File: src/rtl/nn_parameters.sv
// Network-wide parameters shared by the dense layers and the classification stage.
package nn_parameters;

   localparam int OUT_SIZE_4 = 3;
   localparam int DATA_W     = 32;

   // Index width, never narrower than one bit so a single-class build still elaborates.
   function automatic int idx_width(input int n);
      idx_width = (n > 1) ? $clog2(n) : 1;
   endfunction

endpackage

File: src/rtl/final_layer_argmax_comb.sv
// Combinational argmax over signed scores; ties keep the lowest index.
import nn_parameters::*;

module argmax_comb #(
   parameter int OUT_SIZE_4 = nn_parameters::OUT_SIZE_4,
   parameter int DATA_W     = nn_parameters::DATA_W,
   parameter int IDX_W      = idx_width(OUT_SIZE_4)
) (
   input  logic signed [DATA_W-1:0] input_vector [OUT_SIZE_4-1:0],
   output logic        [IDX_W-1:0]  max_idx
);

   logic signed [DATA_W-1:0] best_val_s;
   logic        [IDX_W-1:0]  best_idx_s;

   // Linear scan; strict greater-than means equal later scores never displace an earlier one.
   always_comb begin
      best_val_s = input_vector[0];
      best_idx_s = {IDX_W{1'b0}};
      for (int i = 1; i < OUT_SIZE_4; i++) begin
         if (input_vector[i] > best_val_s) begin
            best_val_s = input_vector[i];
            best_idx_s = IDX_W'(i);
         end else begin
            best_val_s = best_val_s;
            best_idx_s = best_idx_s;
         end
      end
   end

   assign max_idx = best_idx_s;

endmodule

File: src/rtl/final_layer_argmax.sv
// Classification output stage: registers the index of the highest final-layer score.
import nn_parameters::*;

module final_layer_argmax #(
   parameter int OUT_SIZE_4 = nn_parameters::OUT_SIZE_4,
   parameter int DATA_W     = nn_parameters::DATA_W,
   parameter int IDX_W      = idx_width(OUT_SIZE_4)
) (
   input  logic                     clk,
   input  logic                     rst,
   input  logic signed [DATA_W-1:0] input_vector [OUT_SIZE_4-1:0],
   output logic        [IDX_W-1:0]  output_value
);

   logic [IDX_W-1:0] max_idx_s;
   logic [IDX_W-1:0] value_r;

   argmax_comb #(
      .OUT_SIZE_4 (OUT_SIZE_4),
      .DATA_W     (DATA_W),
      .IDX_W      (IDX_W)
   ) u_argmax (
      .input_vector (input_vector),
      .max_idx      (max_idx_s)
   );

   // Decision register; reset clears it immediately, independent of the clock.
   always_ff @(posedge clk or posedge rst) begin
      if (rst) begin
         value_r <= {IDX_W{1'b0}};
      end else begin
         value_r <= max_idx_s;
      end
   end

   assign output_value = value_r;

endmodule

File: config.mk
export PLATFORM = sky130hd
export DESIGN_NAME = final_layer_argmax
export DESIGN_NICKNAME = d
export VERILOG_FILES = /design/src/rtl/nn_parameters.sv /design/src/rtl/final_layer_argmax_comb.sv /design/src/rtl/final_layer_argmax.sv
export SDC_FILE = /design/constraint.sdc
export NUM_CORES = 1
export LEC_CHECK = 0
export BUFFER_PORTS_ARGS = -buffer_cell sky130_fd_sc_hd__buf_2
export CAP_MARGIN = 20
export CORE_UTILIZATION = 35
export CTS_BUF_LIST = sky130_fd_sc_hd__clkbuf_16
export CTS_CLUSTER_DIAMETER = 200
export DETAILED_ROUTE_END_ITERATION = 12
export HOLD_SLACK_MARGIN = 0.03
export SLEW_MARGIN = 20
export SYNTH_ARGS = -nofsm -noshare
export SYNTH_HDL_FRONTEND = slang
export SYNTH_HIERARCHICAL = 1
export SYNTH_SLANG_ARGS = --single-unit
File: constraint.sdc
create_clock -name clk -period 0.8 [get_ports clk]
set_clock_uncertainty 0.1 [all_clocks]
set_input_delay 0.16 -clock clk [delete_from_list [all_inputs] [get_ports clk]]
set_output_delay 0.16 -clock clk [all_outputs]
set_load 0.01 [all_outputs]
# == Yosys cells after proc, flatten, opt, wreduce, memory -nomap -nowiden ==
# Index checks and enable logic that the tools add are counted.
# Widths: inputs -> output; s select.
# op_classes
shifts,0
n_eq_ne,0
multipliers,0
muxes,3
n_div,0
n_lt_le_gt_ge,2
bitwise,0
add_sub_neg,0
n_reduce_logical,0
# ops
op,count
$gt 32x32->1,2
$mux 32,1
$mux 2,1
$mux 1,1
# word_totals
latchBits,0
register_bits,2
mem_bits_ro,0
mem_bits_rw,0
mem_count,0
wordCells,6

# == Longest topological paths before layout ==
# depth
word_depth,4
ltp_mapped,19

# == By module ==
# The synthesis kept the hierarchy.
# by_module_without_submodules
module,instances,area_each_um2,cells_per_inst,seq_area_each_um2
argmax_comb,1,3027.9,488,0.0
final_layer_argmax,1,53.8,3,50.0

# == Worst setup path after synthesis ==
# OpenSTA, ideal clock, no wires.
# synth_timing
path_type,input -> register
startpoint,in input_vector[11] in the netlist's numbering
endpoint,reg value_r[0] (netlist: output_value[0])
t_required_ns,0.577
cell_stages,18
slack_ns,-3.056
setup_ns,0.123
arrival_ns,3.634
path_cell_list,inv_1 > ha_1 > and4_1 > or3b_1 > a21o_1 > o211ai_1 > a21oi_1 > buf_2 > nor3_1 > nor3_1 > ha_1 > nand4_2 > nor3_2 > a21boi_1 > or4b_4 > a2111oi_4 > mux2i_1 > nor2_1
# synth_between
elab_chain_len,4
elab_cells_between_ends,5
# synth_rtl
element,line,text
from (decl),final_layer_argmax.sv:11,"input logic signed [DATA_W-1:0] input_vector [OUT_SIZE_4-1:0],"
$gt 32x32->1,final_layer_argmax_comb.sv:21,if (input_vector[i] > best_val_s) begin
$mux 32,final_layer_argmax_comb.sv:21,
$gt 32x32->1,final_layer_argmax_comb.sv:21,
$mux 2 *,final_layer_argmax_comb.sv:21,
via max_idx_s[0],final_layer_argmax.sv:15,logic [IDX_W-1:0] max_idx_s;
to (signal assigned),final_layer_argmax.sv:30,value_r <= {IDX_W{1'b0}};
to (signal assigned),final_layer_argmax.sv:32,value_r <= max_idx_s;
to (decl),final_layer_argmax.sv:16,logic [IDX_W-1:0] value_r;
# The timed path passes the listed nets; every way through them passes the cells marked *.

# == Final worst setup path ==
# layout_timing
startpoint,in input_vector[46] in the netlist's numbering
endpoint,reg value_r[0] (netlist: output_value[0])
# The elaborated chain is that of the path after synthesis.

==> results.md <==
* Syn. warnings at 6
* Cell Pwr Density at 951 nW/µm²
* Die area at 9180 µm²
* Cells along the critical path: buf_4 -> ha_4 -> nand4_1 -> or3b_4 -> a21o_1 -> o211ai_1 -> buf_4 -> a21oi_4 -> buf_12 -> nor3_4 -> nor3_2 -> ha_1 -> nand4_1 -> nor3_2 -> a21boi_1 -> or4b_4 -> a2111oi_4 -> mux2i_2 -> nor2_1
* CP max FO at 7
* Max Slew Vio Count at 0
* H-Tree Depth at 1
* Distinct cells, synth at 37
* 1st-pass router iterations at 4
* Worst slack, placed at -3550 ps
* Most common cell in the netlist: nand2_1
* DR vias/cell at 5.34
* Switching share of total power at 44.2%
* Sequential share of the synthesized area at 1.62%
* Syn_nets at 653
* Via count at 4,069
* Synth-to-Final Area Change at 55.6%
* Fin crit share at 507%
* I/O pin count at 100
* Non-filler cells, final at 762
* Comb power frac at 80.5%
* Share of layout cells above drive strength 1 at 39.2%
* Final WS setup at -3250 ps
* Total gr overflow at 0
* # DRC at 0
* Crit start category: primary input
* Flip-flop count of the largest register after layout at 2
* Switch Pwr at 0.00201 W
* Die W at 95.8 µm
* Clk pwr share at 16.4%
* Initial Util at 36.8%
* Setup Viol. Count Final at 4
* Largest net degree at the start of global routing at 131
* Final hold violation count at 0
* Wire per inst at 14.0 µm
* Dpl hpwl at 7920 µm
* Share of the synthesized area in the top cell type at 26.0%
* Core Area at 8380 µm²
* Vias in the first global route at 3,879
* Final setup TNS at -6730 ps
* WL final at 10,700 µm
* Hold/Removal Path Class: in2async
* Sequential power share at 3.1%
* Cell leakage power at 2.31 nW
* First-pass GRT wire length at 16,900 µm
* Post-synth EDFFs at 0
* Final core utilization at 57.2%
* WS Path Type: in2reg
* CP Capture Type: flop
* Flops & latches, synth at 2
* Max-Cap Viols at 0
* Max VDD drop at 0.759 mV
* Slew headroom at 67.9%
* Fin nets at 820
* Multi-input gate area at 3130 µm²
* Gr usage total at 22.9%
* RSZ-0062 raised after global routing: true
* Tightest Pin Transition at 478 ps
* PortBufs at 99
* Power Internal at 0.00255 W
* CTS root buffer: clkbuf_16
* # fillers at 803
* Async SR Flop Fraction at 100%
* Initial antenna violation count at 1
* CP arrival at 4050 ps
* Worst-case clock buffer depth at 2
* Die Height at 95.8 µm
* Antenna Violating Nets Remaining at 0
* Syn Inst Count at 491
* Clk slew on worst S/H paths at 30 ps
* Avg Cell Area, Syn at 6.28 µm²
* Critical path's top delay family: simple AND/OR/NAND/NOR gates
* FMAX at 247 MHz
* Num rows at 33
* Final min period at 4050 ps
* CP max stage cell: or4b_4
* Mapped Area at 3080 µm²
* CP max stage delay at 580 ps
* Area contributors post-synth: ha_1 26%, nor3_1 11%, a21oi_1 9.4%
* Failing checks: negative setup slack
* Yosys top cell by area: ha_1
* Placed Cells at 741
* Starting DRT DRC Count at 199
* Hold WS at 239 ps
* Critical Path RT at 800 ps
* CTS sink cnt at 2
* Crit path buffers/inverters at 3
* Routability cong. at 0.794
* Status: finished with violations
* Commonest cells post-synth: 75 x nand2_1, 65 x nor3_1, 64 x ha_1
* CTS tree: built
* Num CTS Buffers at 3
* Commonest register cell after synthesis: dfrtp_1
* Register area at 50.0 µm²
-- power by group through the flow --
stage	sequential, W	combinational, W	clock [W]
finish	0.000140	0.00367	0.000748
global route	0.000142	0.00408	0.000773
CTS	0.000141	0.00353	0.000755
detailed placement	0.000140	0.00322	0
global placement	0.000140	0.00313	0
floorplan	0.000160	0.00204	0
-- worst paths after layout --
| kind | startpoint | end | cells past startpoint |
|---|---|---|---|
| setup / recovery | input_vector[46] | output_value[0] | 19 |
| hold / removal | rst | output_value[1] | 3 |
| max in group asynchronous | rst | output_value[0] | 3 |
| min in group clk | input_vector[95] | output_value[1] | 4 |
-- layout make-up --
class                      instances  area share (%)
antenna                            1          0.0522
clock buffer                       3            1.57
inverter                          35            2.74
multi-input combinational        423            65.3
sequential                         2            1.04
tap                              105            2.74
timing repair buffer             193            26.5
-- layout by cell type (no fill, tap or decap), types with 2 or more instances in the layout --
| cell type | n |
|---|---|
| buf_6 | 6 |
| inv_1 | 32 |
| ha_1 | 54 |
| a21oi_2 | 9 |
| nand4_1 | 13 |
| nor2b_1 | 2 |
| a21o_4 | 3 |
| a211oi_1 | 2 |
| ha_4 | 9 |
| a21o_1 | 7 |
| o211ai_1 | 4 |
| buf_12 | 3 |
| a21oi_1 | 49 |
| inv_2 | 3 |
| nand2_1 | 75 |
| and4_1 | 3 |
| o21ai_1 | 6 |
| nand2b_1 | 31 |
| nor3_1 | 39 |
| nor2_1 | 4 |
| nand3_1 | 5 |
| o21ai_0 | 34 |
| nor3_4 | 5 |
| dfrtp_1 | 2 |
| nor3_2 | 22 |
| buf_4 | 87 |
| nand3b_1 | 32 |
| clkbuf_16 | 3 |
| buf_2 | 96 |
-- cells by family (layout without fill, tap and decap cells) --
group / after synthesis / in the layout / synth area share, %
other cells: 0 / 1 / 0
compound gates: 118 / 121 / 21.7
simple gates: 237 / 237 / 41.3
mux: 1 / 1 / 0.325
buf+inv: 69 / 231 / 9.09
flops: 2 / 2 / 1.62
fa+ha+maj: 64 / 64 / 26.0
-- through the flow --
step                      area, µm²  power, W
final                          4790   0.00456
after CTS                      4700   0.00443
after detailed placement       4300   0.00336
after global routing           4790   0.00499
after floorplan                3200   0.00220
after global placement         4300   0.00327
-- timing repair --
item	CTS	global route
setup buffers	12	1
resized for setup	33	17
endpoints found under the setup margin	4	4
cloned	3	0
pin swaps	14	0
hold endpoints to repair	2	0
hold buffers	1	0
-- routing by layer --
| layer | GRT usage, % | routed length (µm) |
|---|---|---|
| met5 | 0 | 0 |
| met3 | 2.53 | 463 |
| met4 | 5.72 | 232 |
| met1 | 26.0 | 4520 |
| met2 | 44.9 | 5450 |
Note: power is estimated with default switching activity, not from simulation.
